===== config.mk =====
export PLATFORM = sky130hd
export DESIGN_NAME = bit_serializer
export DESIGN_NICKNAME = d
export VERILOG_FILES = /design/src/rtl/bit_serializer_pkg.sv /design/src/rtl/bit_serializer_counter.sv /design/src/rtl/bit_serializer.sv
export SDC_FILE = /design/constraint.sdc
export NUM_CORES = 1
export LEC_CHECK = 0
export CELL_PAD_IN_SITES_DETAIL_PLACEMENT = 1
export CELL_PAD_IN_SITES_GLOBAL_PLACEMENT = 1
export CORE_MARGIN = 2
export CORE_UTILIZATION = 35
export DETAILED_ROUTE_END_ITERATION = 6
export GPL_TIMING_DRIVEN = 0
export PLACE_DENSITY_LB_ADDON = 0.1
export SKIP_CTS_REPAIR_TIMING = 1
export SLEW_MARGIN = 20
export SYNTH_ARGS = -nofsm -noshare
export SYNTH_HDL_FRONTEND = slang
export SYNTH_SLANG_ARGS = --single-unit

===== constraint.sdc =====
create_clock -name clk -period 2.2 [get_ports clk]
set_input_delay 0.44 -clock clk [delete_from_list [all_inputs] [get_ports clk]]
set_output_delay 0.44 -clock clk [all_outputs]
set_load 0.02 [all_outputs]

===== src/rtl/bit_serializer_pkg.sv =====
// Shared types and defaults for the bit serializer.
// Bit order is chosen by BIT_SERIALIZER_LSB_FIRST_EN (MSB-first by default).
package bit_serializer_pkg;

  localparam int unsigned DEF_WIDTH    = 8;
  localparam logic        DEF_IDLE_BIT = 1'b0;

  typedef enum logic [0:0] {
    IDLE  = 1'b0,
    SHIFT = 1'b1
  } state_t;

endpackage


===== src/rtl/bit_serializer_counter.sv =====
// Modulo-WIDTH bit counter with terminal-count flag.
// Parks at 0 whenever it is not enabled or is cleared.
module bit_counter
  import bit_serializer_pkg::*;
#(
  parameter  int unsigned WIDTH = DEF_WIDTH,
  localparam int unsigned CW    = $clog2(WIDTH)
) (
  input  logic          clk,
  input  logic          reset,
  input  logic          clr,
  input  logic          en,
  output logic [CW-1:0] cnt,
  output logic          tc
);

  localparam logic [CW-1:0] LAST = CW'(WIDTH - 1);

  assign tc = (cnt == LAST);

  // Terminal count returns to 0, so the counter never wraps past LAST.
  always_ff @(posedge clk or negedge reset) begin
    if (!reset) begin
      cnt <= '0;
    end else if (clr || !en || tc) begin
      cnt <= '0;
    end else begin
      cnt <= cnt + 1'b1;
    end
  end

endmodule


===== src/rtl/bit_serializer.sv =====
// Parallel-to-serial shifter, one bit per clk, gapless back-to-back words.
// Define BIT_SERIALIZER_LSB_FIRST_EN for LSB-first output order.
module bit_serializer
  import bit_serializer_pkg::*;
#(
  parameter int unsigned WIDTH    = DEF_WIDTH,
  parameter logic        IDLE_BIT = DEF_IDLE_BIT
) (
  input  logic             clk,
  input  logic             reset,
  input  logic             load_valid,
  input  logic [WIDTH-1:0] data_in,
  output logic             load_ready,
  output logic             x,
  output logic             x_valid,
  output logic             busy,
  output logic             done
);

  localparam int unsigned CW = $clog2(WIDTH);

  state_t           state;
  logic [WIDTH-1:0] sreg;
  logic [CW-1:0]    cnt;
  logic             tc;
  logic             load;
  logic             first_bit;
  logic             next_bit;
  logic [WIDTH-1:0] load_rest;
  logic [WIDTH-1:0] shift_rest;

`ifdef BIT_SERIALIZER_LSB_FIRST_EN
  assign first_bit  = data_in[0];
  assign load_rest  = data_in >> 1;
  assign next_bit   = sreg[0];
  assign shift_rest = sreg >> 1;
`else
  assign first_bit  = data_in[WIDTH-1];
  assign load_rest  = data_in << 1;
  assign next_bit   = sreg[WIDTH-1];
  assign shift_rest = sreg << 1;
`endif

  assign load_ready = (state == IDLE) || tc;
  assign load       = load_valid && load_ready;
  assign done       = (state == SHIFT) && tc;

  bit_counter #(
    .WIDTH (WIDTH)
  ) u_cnt (
    .clk   (clk),
    .reset (reset),
    .clr   (load),
    .en    (state == SHIFT),
    .cnt   (cnt),
    .tc    (tc)
  );

  // x holds the bit on the line; sreg holds the bits still to come.
  always_ff @(posedge clk or negedge reset) begin
    if (!reset) begin
      state   <= IDLE;
      sreg    <= '0;
      x       <= IDLE_BIT;
      x_valid <= 1'b0;
      busy    <= 1'b0;
    end else if (load) begin
      state   <= SHIFT;
      sreg    <= load_rest;
      x       <= first_bit;
      x_valid <= 1'b1;
      busy    <= 1'b1;
    end else if (state == SHIFT && !tc) begin
      sreg    <= shift_rest;
      x       <= next_bit;
    end else begin
      state   <= IDLE;
      sreg    <= '0;
      x       <= IDLE_BIT;
      x_valid <= 1'b0;
      busy    <= 1'b0;
    end
  end

endmodule


* After elaboration in Yosys (flattened, before gate mapping)
Index checks and enable logic that the tools add are counted. Widths: inputs -> output; s select.
Word-level totals: register bits 13, input port bits 11, output and inout bits 5, word-level logic and storage cells 23
Cells by class: add/subtract/negate cells 1, eq/ne operators 2, multiplexer cells 7, bitwise operators 1, reductions and logical operators 8
Operator list (number):
- $mux 8 | 2
- $mux 1 | 4
- $add 3x1->3 const B | 1
- $eq 3x3->1 const B | 1
- $logic_and 1x1->1 | 3
- $logic_or 1x1->1 | 3
- $mux 3 | 1
- $logic_not 1->1 | 2
- $ne 2x1->1 const B | 1
- $not 1->1 | 1

* Longest topological paths before layout
word-level depth 6, depth in mapped cells 6, depth with buffers taken out 5

* Cells and area by module
From an unflattened synthesis, not the netlist that was laid out.
Second synthesis, totals: cell total of the unflattened synthesis 47, area total of the unflattened synthesis 545.5 um^2
Modules (own cells, without submodules):
- bit_serializer | times used 1, cells an instance 39, area an instance 405.4 um^2, seq. area each 225.2 um^2
- bit_counter | times used 1, cells an instance 8, area an instance 140.1 um^2, seq. area each 75.1 um^2

* Worst setup path after synthesis
No wires, ideal clock.
path type register -> output, from register u_cnt.cnt[0], to output port load_ready, arrival time 1088 ps, data required time 1760 ps, setup slack 672 ps, cell stages (with the launch flop) 6, buffers on the path 1, cell sequence dfrtp_1 -> ha_1 -> ha_1 -> nor2b_4 -> buf_6 -> inv_4
On the way: cells in the longest elaborated chain, start to end 2
Ends and longest elaborated chain:
- start: declaration | line bit_serializer_counter.sv:13 | output logic [CW-1:0] cnt,
- start signal: assignment | line bit_serializer_counter.sv:28 | cnt <= cnt + 1'b1;
- $eq 3x3->1 | line bit_serializer_counter.sv:19 | assign tc = (cnt == LAST);
- $logic_or 1x1->1 | line bit_serializer.sv:44 | assign load_ready = (state == IDLE) || tc;
- end: declaration | line bit_serializer.sv:13 | output logic load_ready,
No other way between the ends.

* Worst setup path after layout
Same ends and word-level chain as after synthesis.

==> reports/qor.yml <==
dieArea_um2: 1840
path_depth: 6
p_seq_frac: 0.413
yosysTopAreaCell: "dfrtp_1"
grt_setup_unrepaired: "no"
cts_root_buf: "clkbuf_4"
cpPeakStageDelay_ns: 0.38
slew_viol_final: 0
p_per_area_nw_per_um2: 1090
setup_viol_count_final: 0
initial_core_util: 0.363
core_area_um2: 1450
layout_min_cycle_time_ns: 2.00
status: "completed"
power.switching_mw: 0.255
final_antenna_net_count: 0
slew-limit-headroom: 0.641
grt_pass1_wl_um: 1660
hold_violations: 0
r2r_cells: 6
power_leakage_nw: 0.360
drt-pass1-iter-count: 2
antenna_cells: 0
ys_ff_latch: 12
internal_power_mw: 0.542
nFillCells: 158
grt_pass1_vias: 391
hpwlAfterDp_um: 709
drive_gt1_frac: 0.141
fin_crit_sh: 0.909
crit_fanout: 10
path_buf_inv: 3
rows: 14
synth.distinct_cells: 14
synthCells: 47
whs_path_depth: 1
max_cap_violations: 0
dr_total_vias: 384
clock-sinks: 12
synth_top_area_share: 0.569
critPathKind: "flip-flop to primary output"
total_power_mw: 0.797
antenna_found_initial: 0
drt_iter0_drc: 1
cts_inserted_buffers: 3
synth_area_um2: 528
p_sw_frac: 0.320
final_nets: 79
synth.net_count: 60
finalSetupTns_ns: 0
clkLatencyLatePin_ns: 0.27
comb_power_share: 0.425
grt_max_degree: 13
cp.required_ns: 1.76
htree_levels: 1
finalClockSkew_ns: 0.00520
overflow: 0
clock_path_buffers: 2
io_pins: 16
cp_cell_sequence: "ha_1 > ha_4 > nor2b_4 > buf_6 > inv_4 > dlymetal6s2s_1"
synthTopCellsByArea: "dfrtp_1 (57%), nand3b_1 (10%), o21ai_0 (6.6%)"
crit_family: "adder cells"
slowest_stage: "dfrtp_1"
drt-total-wl_um: 1020
yosysSeqAreaShare: 0.569
cp_data_arrival_time_ns: 1.56
gr-usage-all-layers: 0.127
cts_tree: "built"
worst_setup_path_start_kind: "flip-flop"
vdd_ir_drop_max_v: 0.000635
synth_warnings: 0
worst_slew_pin_slew_ns: 0.536
dieHeight_um: 42.8
fp.dieW_um: 42.8
syn_to_final_growth_pct: 37.9
max_freq_mhz: 500
worst_hold_path_type: "flip-flop to flip-flop"
clk_pin_slew_worst_paths_ns: 0.06
numPortBuffers: 14
via_per_inst: 4.80
place_congestion: 0.653
syn_area_per_cell_um2: 11.2
wl_per_cell_um: 12.8
worstSetupEndpointType: "primary output"
drc: 0
utilization: 0.501
p_clk_frac: 0.162
## worst register-to-register path, stage by stage, from the launching register on
cell	delay, ns
dfrtp_1	0.38
ha_1	0.23
ha_4	0.20
nor2b_4	0.11
buf_6	0.14
inv_4	0.04
and3_1	0.17
## power groups by stage
stage	sequential (mW)	clock [mW]	combinational [mW]
CTS	0.326	0.141	0.334
global route	0.335	0.147	0.384
detailed placement	0.331	0	0.330
finish	0.329	0.129	0.339
global placement	0.327	0	0.327
floorplan	0.336	0	0.207
## cells in the mapped netlist (all sizes together)
| cell type | count |
|---|---|
| buf | 4 |
| nand2b | 1 |
| o21ai | 7 |
| nor2b | 1 |
| nand3b | 7 |
| ha | 2 |
| and3 | 1 |
| nand2 | 7 |
| and2 | 3 |
| inv | 1 |
| nor2 | 1 |
| dfrtp | 12 |
## layout by cell type (no fill, tap or decap), drive strengths merged
cell           synthesis  layout
nand2b                 1       1
o21ai                  7       7
inv                    1       1
buf                    4       4
nor2                   1       1
clkdlybuf4s50          0      12
clkbuf                 0       3
and3                   1       1
nand2                  7       7
dfrtp                 12      12
and2                   3       3
ha                     2       2
dlymetal6s2s           0       2
nor2b                  1       1
nand3b                 7       7
## state kept, by name, summed over array words and instances, names as in the netlist
signal,cells
sreg,7
state,1
u_cnt.cnt,3
x,1
## final cells by class
class / count / area (um^2) / area share
tap: 16 / 20.0 / 0.0275
inverter: 1 / 6.26 / 0.00859
multi-input combinational: 30 / 200 / 0.275
clock buffer: 3 / 22.5 / 0.0309
buffer: 4 / 33.8 / 0.0464
timing repair buffer: 14 / 145 / 0.199
sequential: 12 / 300 / 0.412
## per-layer routing
metal	up-vias	routed length (um)	global-route usage
li1	189	-	-
met1	180	461	0.131
met2	15	469	0.212
met3	0	90	0.0766
met4	0	0	0.0375
met5	-	0	0
## stage by stage
step	cell area, um^2	std cells	setup slack, ns	hold WS [ns]
finish	728	80	0.199	0.427
global route	728	80	0.0990	0.458
CTS	711	80	-0.259	0.436
detailed placement	688	77	0.0497	0.426
global placement	688	77	0.0454	0.426
floorplan	528	47	0.672	0.144
## final timing paths
kind,from,to,slack [ns]
worst max-delay path,u_cnt.cnt[0],load_ready,0.20
worst min-delay path,u_cnt.cnt[0],u_cnt.cnt[0],0.43
worst max register to register,u_cnt.cnt[0],sreg[1],0.83
worst min register to register,u_cnt.cnt[0],u_cnt.cnt[0],0.43
min in group asynchronous,reset,x,0.52
max in group asynchronous,reset,sreg[2],1.32
## kinds of logic (layout without fill, tap and decap cells)
| family | after synthesis | in the layout | synth area share |
|---|---|---|---|
| AND/OR/NAND/NOR | 21 | 21 | 0.242 |
| flip-flops | 12 | 12 | 0.569 |
| AO/OA/AOI/OAI | 7 | 7 | 0.0663 |
| buffers and inverters | 5 | 22 | 0.0758 |
| adder cells (fa/ha/maj) | 2 | 2 | 0.0474 |
Note: power is estimated with default switching activity, not from simulation.
